**config.mk**
```make
export PLATFORM = sky130hd
export DESIGN_NAME = wishbone_manager_flat
export DESIGN_NICKNAME = d
export VERILOG_FILES = /design/src/rtl/wb_mgr_pkg.sv /design/src/rtl/wishbone_manager_if.sv /design/src/rtl/wishbone_manager.sv /design/src/flat_wrapper.sv
export SDC_FILE = /design/constraint.sdc
export NUM_CORES = 1
export LEC_CHECK = 0
export ABC_AREA = 0
export CORE_MARGIN = 3
export CORE_UTILIZATION = 40
export CTS_CLUSTER_DIAMETER = 50
export DETAILED_ROUTE_END_ITERATION = 8
export HOLD_SLACK_MARGIN = 0.1
export PLACE_DENSITY_LB_ADDON = 0.15
export REMOVE_ABC_BUFFERS = 1
export SYNTH_ARGS = -nofsm -noshare
export SYNTH_HDL_FRONTEND = slang
export SYNTH_SLANG_ARGS = --single-unit
export TNS_END_PERCENT = 5
```
**constraint.sdc**
```tcl
create_clock -name clk -period 2.4 [get_ports clk]
set_clock_uncertainty 0.15 [all_clocks]
set_input_delay 0.36 -clock clk [delete_from_list [all_inputs] [get_ports clk]]
set_output_delay 0.36 -clock clk [all_outputs]
set_load 0.01 [all_outputs]
```
**src/rtl/wb_mgr_pkg.sv**
```systemverilog
// wb_mgr_pkg: shared state encoding and default configuration for wishbone_manager.
package wb_mgr_pkg;
    typedef enum logic [1:0] {IDLE, REQ, DONE, RELEASE} state_t;
    localparam int ADDR_W_DEF = 32;
    localparam int DATA_W_DEF = 32;
    localparam int TIMEOUT_DEF = 255;
    localparam logic [31:0] ERR_DATA_DEF = 32'hBAD0_BAD0;
endpackage

```
**src/rtl/wishbone_manager_if.sv**
```systemverilog
// wishbone_manager_if: classic Wishbone B4 manager-to-subordinate signal bundle.
interface wishbone_manager_if
    import wb_mgr_pkg::*;
#(
    parameter int ADDR_W = ADDR_W_DEF,
    parameter int DATA_W = DATA_W_DEF
) ();
    logic [ADDR_W-1:0]   ADR_O;
    logic [DATA_W-1:0]   DAT_O;
    logic [DATA_W/8-1:0] SEL_O;
    logic                WE_O;
    logic                STB_O;
    logic                CYC_O;
    logic [DATA_W-1:0]   DAT_I;
    logic                ACK_I;
    modport master (output ADR_O, DAT_O, SEL_O, WE_O, STB_O, CYC_O, input DAT_I, ACK_I);
    modport slave (input ADR_O, DAT_O, SEL_O, WE_O, STB_O, CYC_O, output DAT_I, ACK_I);
endinterface

```
**src/rtl/wishbone_manager.sv**
```systemverilog
// wishbone_manager: runs one classic Wishbone cycle per CPU read/write request.
// Define WB_TIMEOUT_EN to abort a cycle that sees no ACK within TIMEOUT_CYCLES.
module wishbone_manager
    import wb_mgr_pkg::*;
#(
    parameter int                ADDR_W         = ADDR_W_DEF,
    parameter int                DATA_W         = DATA_W_DEF,
    parameter int                TIMEOUT_CYCLES = TIMEOUT_DEF,
    parameter logic [DATA_W-1:0] ERR_DATA       = ERR_DATA_DEF
) (
    input  logic                clk,
    input  logic                nRST,
    input  logic                read_i,
    input  logic                write_i,
    input  logic [DATA_W/8-1:0] sel_i,
    input  logic [ADDR_W-1:0]   adr_i,
    input  logic [DATA_W-1:0]   cpu_dat_i,
    output logic                busy_o,
    output logic [DATA_W-1:0]   cpu_dat_o,
    output logic                bus_err,
    wishbone_manager_if.master  wb
);
    state_t              state;
    logic [ADDR_W-1:0]   adr;
    logic [DATA_W-1:0]   dat;
    logic [DATA_W/8-1:0] sel;
    logic                we;
    logic                cyc;
    logic [DATA_W-1:0]   rdat;
`ifdef WB_TIMEOUT_EN
    localparam int CNT_W = $clog2(TIMEOUT_CYCLES + 1);
    logic [CNT_W-1:0] cnt;
    logic             err;
    assign bus_err = err;
`else
    logic unused_cfg;
    assign unused_cfg = ^{TIMEOUT_CYCLES, ERR_DATA};
    assign bus_err = 1'b0;
`endif

    // busy is combinational in IDLE so the requester sees it in the request cycle
    assign busy_o    = state == IDLE ? (read_i | write_i) : state != RELEASE;
    assign cpu_dat_o = rdat;
    assign wb.ADR_O  = adr;
    assign wb.DAT_O  = dat;
    assign wb.SEL_O  = sel;
    assign wb.WE_O   = we;
    assign wb.STB_O  = cyc;
    assign wb.CYC_O  = cyc;

    always_ff @(posedge clk or negedge nRST) begin
        if (!nRST) begin
            state <= IDLE;
            adr   <= '0;
            dat   <= '0;
            sel   <= '0;
            we    <= 1'b0;
            cyc   <= 1'b0;
            rdat  <= '0;
`ifdef WB_TIMEOUT_EN
            cnt   <= '0;
            err   <= 1'b0;
`endif
        end else begin
            case (state)
                IDLE: if (read_i | write_i) begin
                    adr   <= adr_i;
                    dat   <= cpu_dat_i;
                    sel   <= sel_i;
                    we    <= write_i & ~read_i;
                    cyc   <= 1'b1;
                    state <= REQ;
`ifdef WB_TIMEOUT_EN
                    cnt   <= '0;
`endif
                end
                REQ: begin
                    if (wb.ACK_I) begin
                        if (!we) rdat <= wb.DAT_I;
                        cyc   <= 1'b0;
                        state <= DONE;
                    end
`ifdef WB_TIMEOUT_EN
                    else if (cnt == CNT_W'(TIMEOUT_CYCLES - 1)) begin
                        if (!we) rdat <= ERR_DATA;
                        cyc   <= 1'b0;
                        err   <= 1'b1;
                        state <= DONE;
                    end else
                        cnt <= cnt + 1'b1;
`endif
                end
                DONE: begin
                    state <= RELEASE;
`ifdef WB_TIMEOUT_EN
                    err   <= 1'b0;
`endif
                end
                RELEASE: if (!(read_i | write_i)) state <= IDLE;
            endcase
        end
    end
endmodule

```
**src/flat_wrapper.sv**
```systemverilog
// flat-port wrapper written by rule: the top's interface ports become plain ports
module wishbone_manager_flat import wb_mgr_pkg::*;
#(
    parameter int                ADDR_W         = ADDR_W_DEF,
    parameter int                DATA_W         = DATA_W_DEF,
    parameter int                TIMEOUT_CYCLES = TIMEOUT_DEF,
    parameter logic [DATA_W-1:0] ERR_DATA       = ERR_DATA_DEF
)
  (clk, nRST, read_i, write_i, sel_i, adr_i, cpu_dat_i, busy_o, cpu_dat_o, bus_err, wb_ADR_O, wb_DAT_O, wb_SEL_O, wb_WE_O, wb_STB_O, wb_CYC_O, wb_DAT_I, wb_ACK_I);
  wishbone_manager_if #(.ADDR_W(ADDR_W), .DATA_W(DATA_W)) wb_i ();
  input  logic clk;
  input  logic nRST;
  input  logic read_i;
  input  logic write_i;
  input  logic [DATA_W/8-1:0] sel_i;
  input  logic [ADDR_W-1:0] adr_i;
  input  logic [DATA_W-1:0] cpu_dat_i;
  output logic busy_o;
  output logic [DATA_W-1:0] cpu_dat_o;
  output logic bus_err;
  output wire logic [$bits(wb_i.ADR_O)-1:0] wb_ADR_O;
  output wire logic [$bits(wb_i.DAT_O)-1:0] wb_DAT_O;
  output wire logic [$bits(wb_i.SEL_O)-1:0] wb_SEL_O;
  output wire logic [$bits(wb_i.WE_O)-1:0] wb_WE_O;
  output wire logic [$bits(wb_i.STB_O)-1:0] wb_STB_O;
  output wire logic [$bits(wb_i.CYC_O)-1:0] wb_CYC_O;
  input wire logic [$bits(wb_i.DAT_I)-1:0] wb_DAT_I;
  input wire logic [$bits(wb_i.ACK_I)-1:0] wb_ACK_I;
  assign wb_ADR_O = wb_i.ADR_O;
  assign wb_DAT_O = wb_i.DAT_O;
  assign wb_SEL_O = wb_i.SEL_O;
  assign wb_WE_O = wb_i.WE_O;
  assign wb_STB_O = wb_i.STB_O;
  assign wb_CYC_O = wb_i.CYC_O;
  assign wb_i.DAT_I = wb_DAT_I;
  assign wb_i.ACK_I = wb_ACK_I;
  wishbone_manager #(.ADDR_W(ADDR_W), .DATA_W(DATA_W), .TIMEOUT_CYCLES(TIMEOUT_CYCLES), .ERR_DATA(ERR_DATA)) u_core (.clk(clk), .nRST(nRST), .read_i(read_i), .write_i(write_i), .sel_i(sel_i), .adr_i(adr_i), .cpu_dat_i(cpu_dat_i), .busy_o(busy_o), .cpu_dat_o(cpu_dat_o), .bus_err(bus_err), .wb(wb_i));
endmodule
```
==> qor.json <==
{
  "post-dp-hpwl": {"value": 7350, "unit": "um"},
  "fp.dieW": {"value": 108, "unit": "um"},
  "setup.worst_path.start": {"value": "u_core.state[1]"},
  "synth_top_area_share": {"value": 63.1, "unit": "%"},
  "post_drt_via_cell_ratio": {"value": 4.65},
  "stdcell_area": {"value": 6580, "unit": "um2"},
  "placement_rows": {"value": 36},
  "detail_route.wirelength": {"value": 9790, "unit": "um"},
  "seq_area": {"value": 2600, "unit": "um2"},
  "synth-seq-cells": {"value": 104},
  "synth_edf_count": {"value": 0},
  "grt_first_pass_wirelength": {"value": 15200, "unit": "um"},
  "groute.layer.met3.usage": {"value": 7.20, "unit": "%"},
  "initial_antenna_violation_count": {"value": 0},
  "post-route-min-period": {"value": 2210, "unit": "ps"},
  "cts_made_buffers": {"value": 9},
  "ys_types": {"value": 20},
  "path_max_fanout": {"value": 8},
  "timing.max_cap.violations": {"value": 0},
  "synth_largest_area_cell": {"value": "sky130_fd_sc_hd__dfrtp_1"},
  "number_of_global_route_vias_before_repair": {"value": 2910},
  "clock_latency_on_the_worst_skew_pair": {"value": 350, "unit": "ps"},
  "globalRoute.busiestLayer": {"value": "met2"},
  "diodes": {"value": 0},
  "place.port_buffers": {"value": 208},
  "num-nets-final": {"value": 570},
  "power_density": {"value": 1300, "unit": "nW/um2"},
  "cts_root_buf": {"value": "sky130_fd_sc_hd__clkbuf_8"},
  "synthTopCellsByArea": {"value": "sky130_fd_sc_hd__dfrtp_1 (63%), sky130_fd_sc_hd__mux2_2 (22%), sky130_fd_sc_hd__mux2_4 (7.3%)"},
  "drive_above_1_share": {"value": 27.8, "unit": "%"},
  "timing.critical_path.required": {"value": 1890, "unit": "ps"},
  "placement.cell_area": {"value": 6360, "unit": "um2"},
  "hold_viol_final": {"value": 0},
  "clockBufferDepth": {"value": 2},
  "worst_r2r_startpoint": {"value": "u_core.state[1]"},
  "maxClockFrequency": {"value": 453, "unit": "MHz"},
  "die_height": {"value": 108, "unit": "um"},
  "yosysWarnings": {"value": 0},
  "critPathArrivalTime": {"value": 1700, "unit": "ps"},
  "core_area": {"value": 9910, "unit": "um2"},
  "finalMaxSlewViolations": {"value": 0},
  "cts.sink_count": {"value": 104},
  "main_flop_type_after_synthesis": {"value": "sky130_fd_sc_hd__dfrtp_1"},
  "drc": {"value": 0},
  "startpoint_type_of_the_worst_setup_path": {"value": "flip-flop"},
  "route.detailed.wl_per_inst": {"value": 16.4, "unit": "um"},
  "grt_util_met1": {"value": 20.0, "unit": "%"},
  "ys_top_cells_by_count": {"value": "sky130_fd_sc_hd__dfrtp_1 (104), sky130_fd_sc_hd__mux2_2 (81), sky130_fd_sc_hd__mux2_4 (20)"},
  "area.growth.synth_to_final": {"value": 59.6, "unit": "%"},
  "synth_most_common_cell": {"value": "sky130_fd_sc_hd__dfrtp_1"},
  "fillerInstances": {"value": 748},
  "cts_htree_levels": {"value": 3},
  "ys_async_sr_fraction": {"value": 100, "unit": "%"},
  "finalPower": {"value": 8.55, "unit": "mW"},
  "power.static_leakage": {"value": 2.83, "unit": "nW"},
  "use_met2": {"value": 27.7, "unit": "%"},
  "worstSetupEndpointType": {"value": "output pin"},
  "die-area": {"value": 11600, "unit": "um2"},
  "dp_slack": {"value": 169, "unit": "ps"},
  "report.final.setup_viol": {"value": 0},
  "synthesis.instances": {"value": 244},
  "grt_residual_overflow": {"value": 0},
  "min-delay-path-class": {"value": "primary input to async pin"},
  "setup.worst_path.class": {"value": "flip-flop to output pin"},
  "io_pins": {"value": 210},
  "worst_slack": {"value": 194, "unit": "ps"},
  "synth.cell_area": {"value": 4120, "unit": "um2"},
  "final_min_period_over_clock_period": {"value": 91.9, "unit": "%"},
  "vias": {"value": 2775},
  "rsz_0062_raised_after_global_routing": {"value": "false"},
  "route.antenna.remaining_nets": {"value": 0},
  "status": {"value": "complete, no violations"},
  "initial_utilization": {"value": 41.6, "unit": "%"},
  "groute.usage.overall": {"value": 17.0, "unit": "%"},
  "grt_start_max_net_pins": {"value": 58},
  "synth_sequential_area_ratio": {"value": 63.1, "unit": "%"},
  "finalSetupTns": {"value": 0, "unit": "ps"},
  "path_clk_slew": {"value": 100, "unit": "ps"},
  "drtPass1Iterations": {"value": 4},
  "multi_input_area": {"value": 1420, "unit": "um2"},
  "dr.first_iter.drc_count": {"value": 99},
  "vdd_ir_drop_max": {"value": 0.549, "unit": "mV"},
  "synth_area_per_cell": {"value": 16.9, "unit": "um2"},
  "gp_congestion": {"value": 0.732},
  "tritoncts_clock_tree": {"value": "yes"}
}
## flip-flops by register name, summed over array words and instances, names as in the netlist
| signal | cells |
|---|---|
| u_core.wb.WE_O | 1 |
| u_core.wb.CYC_O | 1 |
| u_core.wb.SEL_O | 4 |
| u_core.state | 2 |
| u_core.wb.ADR_O | 32 |
| u_core.cpu_dat_o | 32 |
| u_core.wb.DAT_O | 32 |
## cell usage in the layout (no fill, tap or decap), types with 3 or more instances in the layout
cell type                         count
sky130_fd_sc_hd__buf_4                5
sky130_fd_sc_hd__a21oi_1              3
sky130_fd_sc_hd__o21ai_0              5
sky130_fd_sc_hd__inv_1                3
sky130_fd_sc_hd__clkinv_2             4
sky130_fd_sc_hd__mux2_2              81
sky130_fd_sc_hd__clkdlybuf4s50_1    206
sky130_fd_sc_hd__clkbuf_8             9
sky130_fd_sc_hd__buf_12               4
sky130_fd_sc_hd__dfrtp_1            104
sky130_fd_sc_hd__ha_1                 5
sky130_fd_sc_hd__mux2_4              20
## worst max-delay path: stages (launching register included)
cell                            delay, ps
sky130_fd_sc_hd__dfrtp_1              420
sky130_fd_sc_hd__inv_1                170
sky130_fd_sc_hd__ha_4                 210
sky130_fd_sc_hd__nor3b_2              200
sky130_fd_sc_hd__a21oi_1               50
sky130_fd_sc_hd__dlygate4sd2_1        280
## worst paths after layout
path / end / slack [ps] / cells past startpoint
max: busy_o / 190 / 5
min: u_core.cpu_dat_o[0] / 290 / 2
max reg2reg: u_core.state[1] / 510 / 5
min reg2reg: u_core.cpu_dat_o[3] / 360 / 1
max in group asynchronous: u_core.wb.ADR_O[28] / 1160 / 3
min in group clk: u_core.cpu_dat_o[3] / 360 / 1
## where the power goes
group          internal (mW)  total, mW  switching, mW
registers               2.66       3.10          0.440
clock network          0.481       1.07          0.594
logic                   2.82       4.38           1.56
total                   5.96       8.55           2.60
## repair_timing
action / in CTS / in global routing
hold buffers: 1 / 0
endpoints found under the setup margin: 1 / 0
hold endpoints to repair: 25 / 0
gates resized for setup: 4 / 0
buffers inserted: 1 / 0
## kinds of logic (layout without fill, tap and decap cells)
family	Yosys count	count (layout)	share of synthesized area [%]
AO/OA/AOI/OAI	9	9	1.37
adder cells (fa/ha/maj)	6	6	1.82
buffers and inverters	16	236	2.91
flip-flops	104	104	63.1
multiplexers	102	102	29.6
other	1	1	0.0909
AND/OR/NAND/NOR	6	6	1.06
## metal layers
metal	wire length, um	share of wire (%)
met1	3960	40
met2	4610	47
met3	1080	11
met4	136	1.4
met5	0	0
## through the flow
| step | std cells | utilization [%] | hold WS [ps] |
|---|---|---|---|
| after floorplan | 231 | - | -85.6 |
| final | 597 | 66.4 | 293 |
| after detailed placement | 579 | 64.2 | 154 |
| after global routing | 597 | 66.4 | 308 |
| after CTS | 597 | 66.4 | 296 |
| after global placement | 579 | 64.2 | 155 |
## layout make-up
cell class | count | share of cell area, %
timing repair buffer | 217 | 33.4
clock buffer | 10 | 1.94
tap | 133 | 2.53
clock inverter | 6 | 0.893
sequential | 104 | 39.5
multi-input combinational | 124 | 21.6
inverter | 3 | 0.171
No activity file was read; power rests on OpenSTA's default activity.
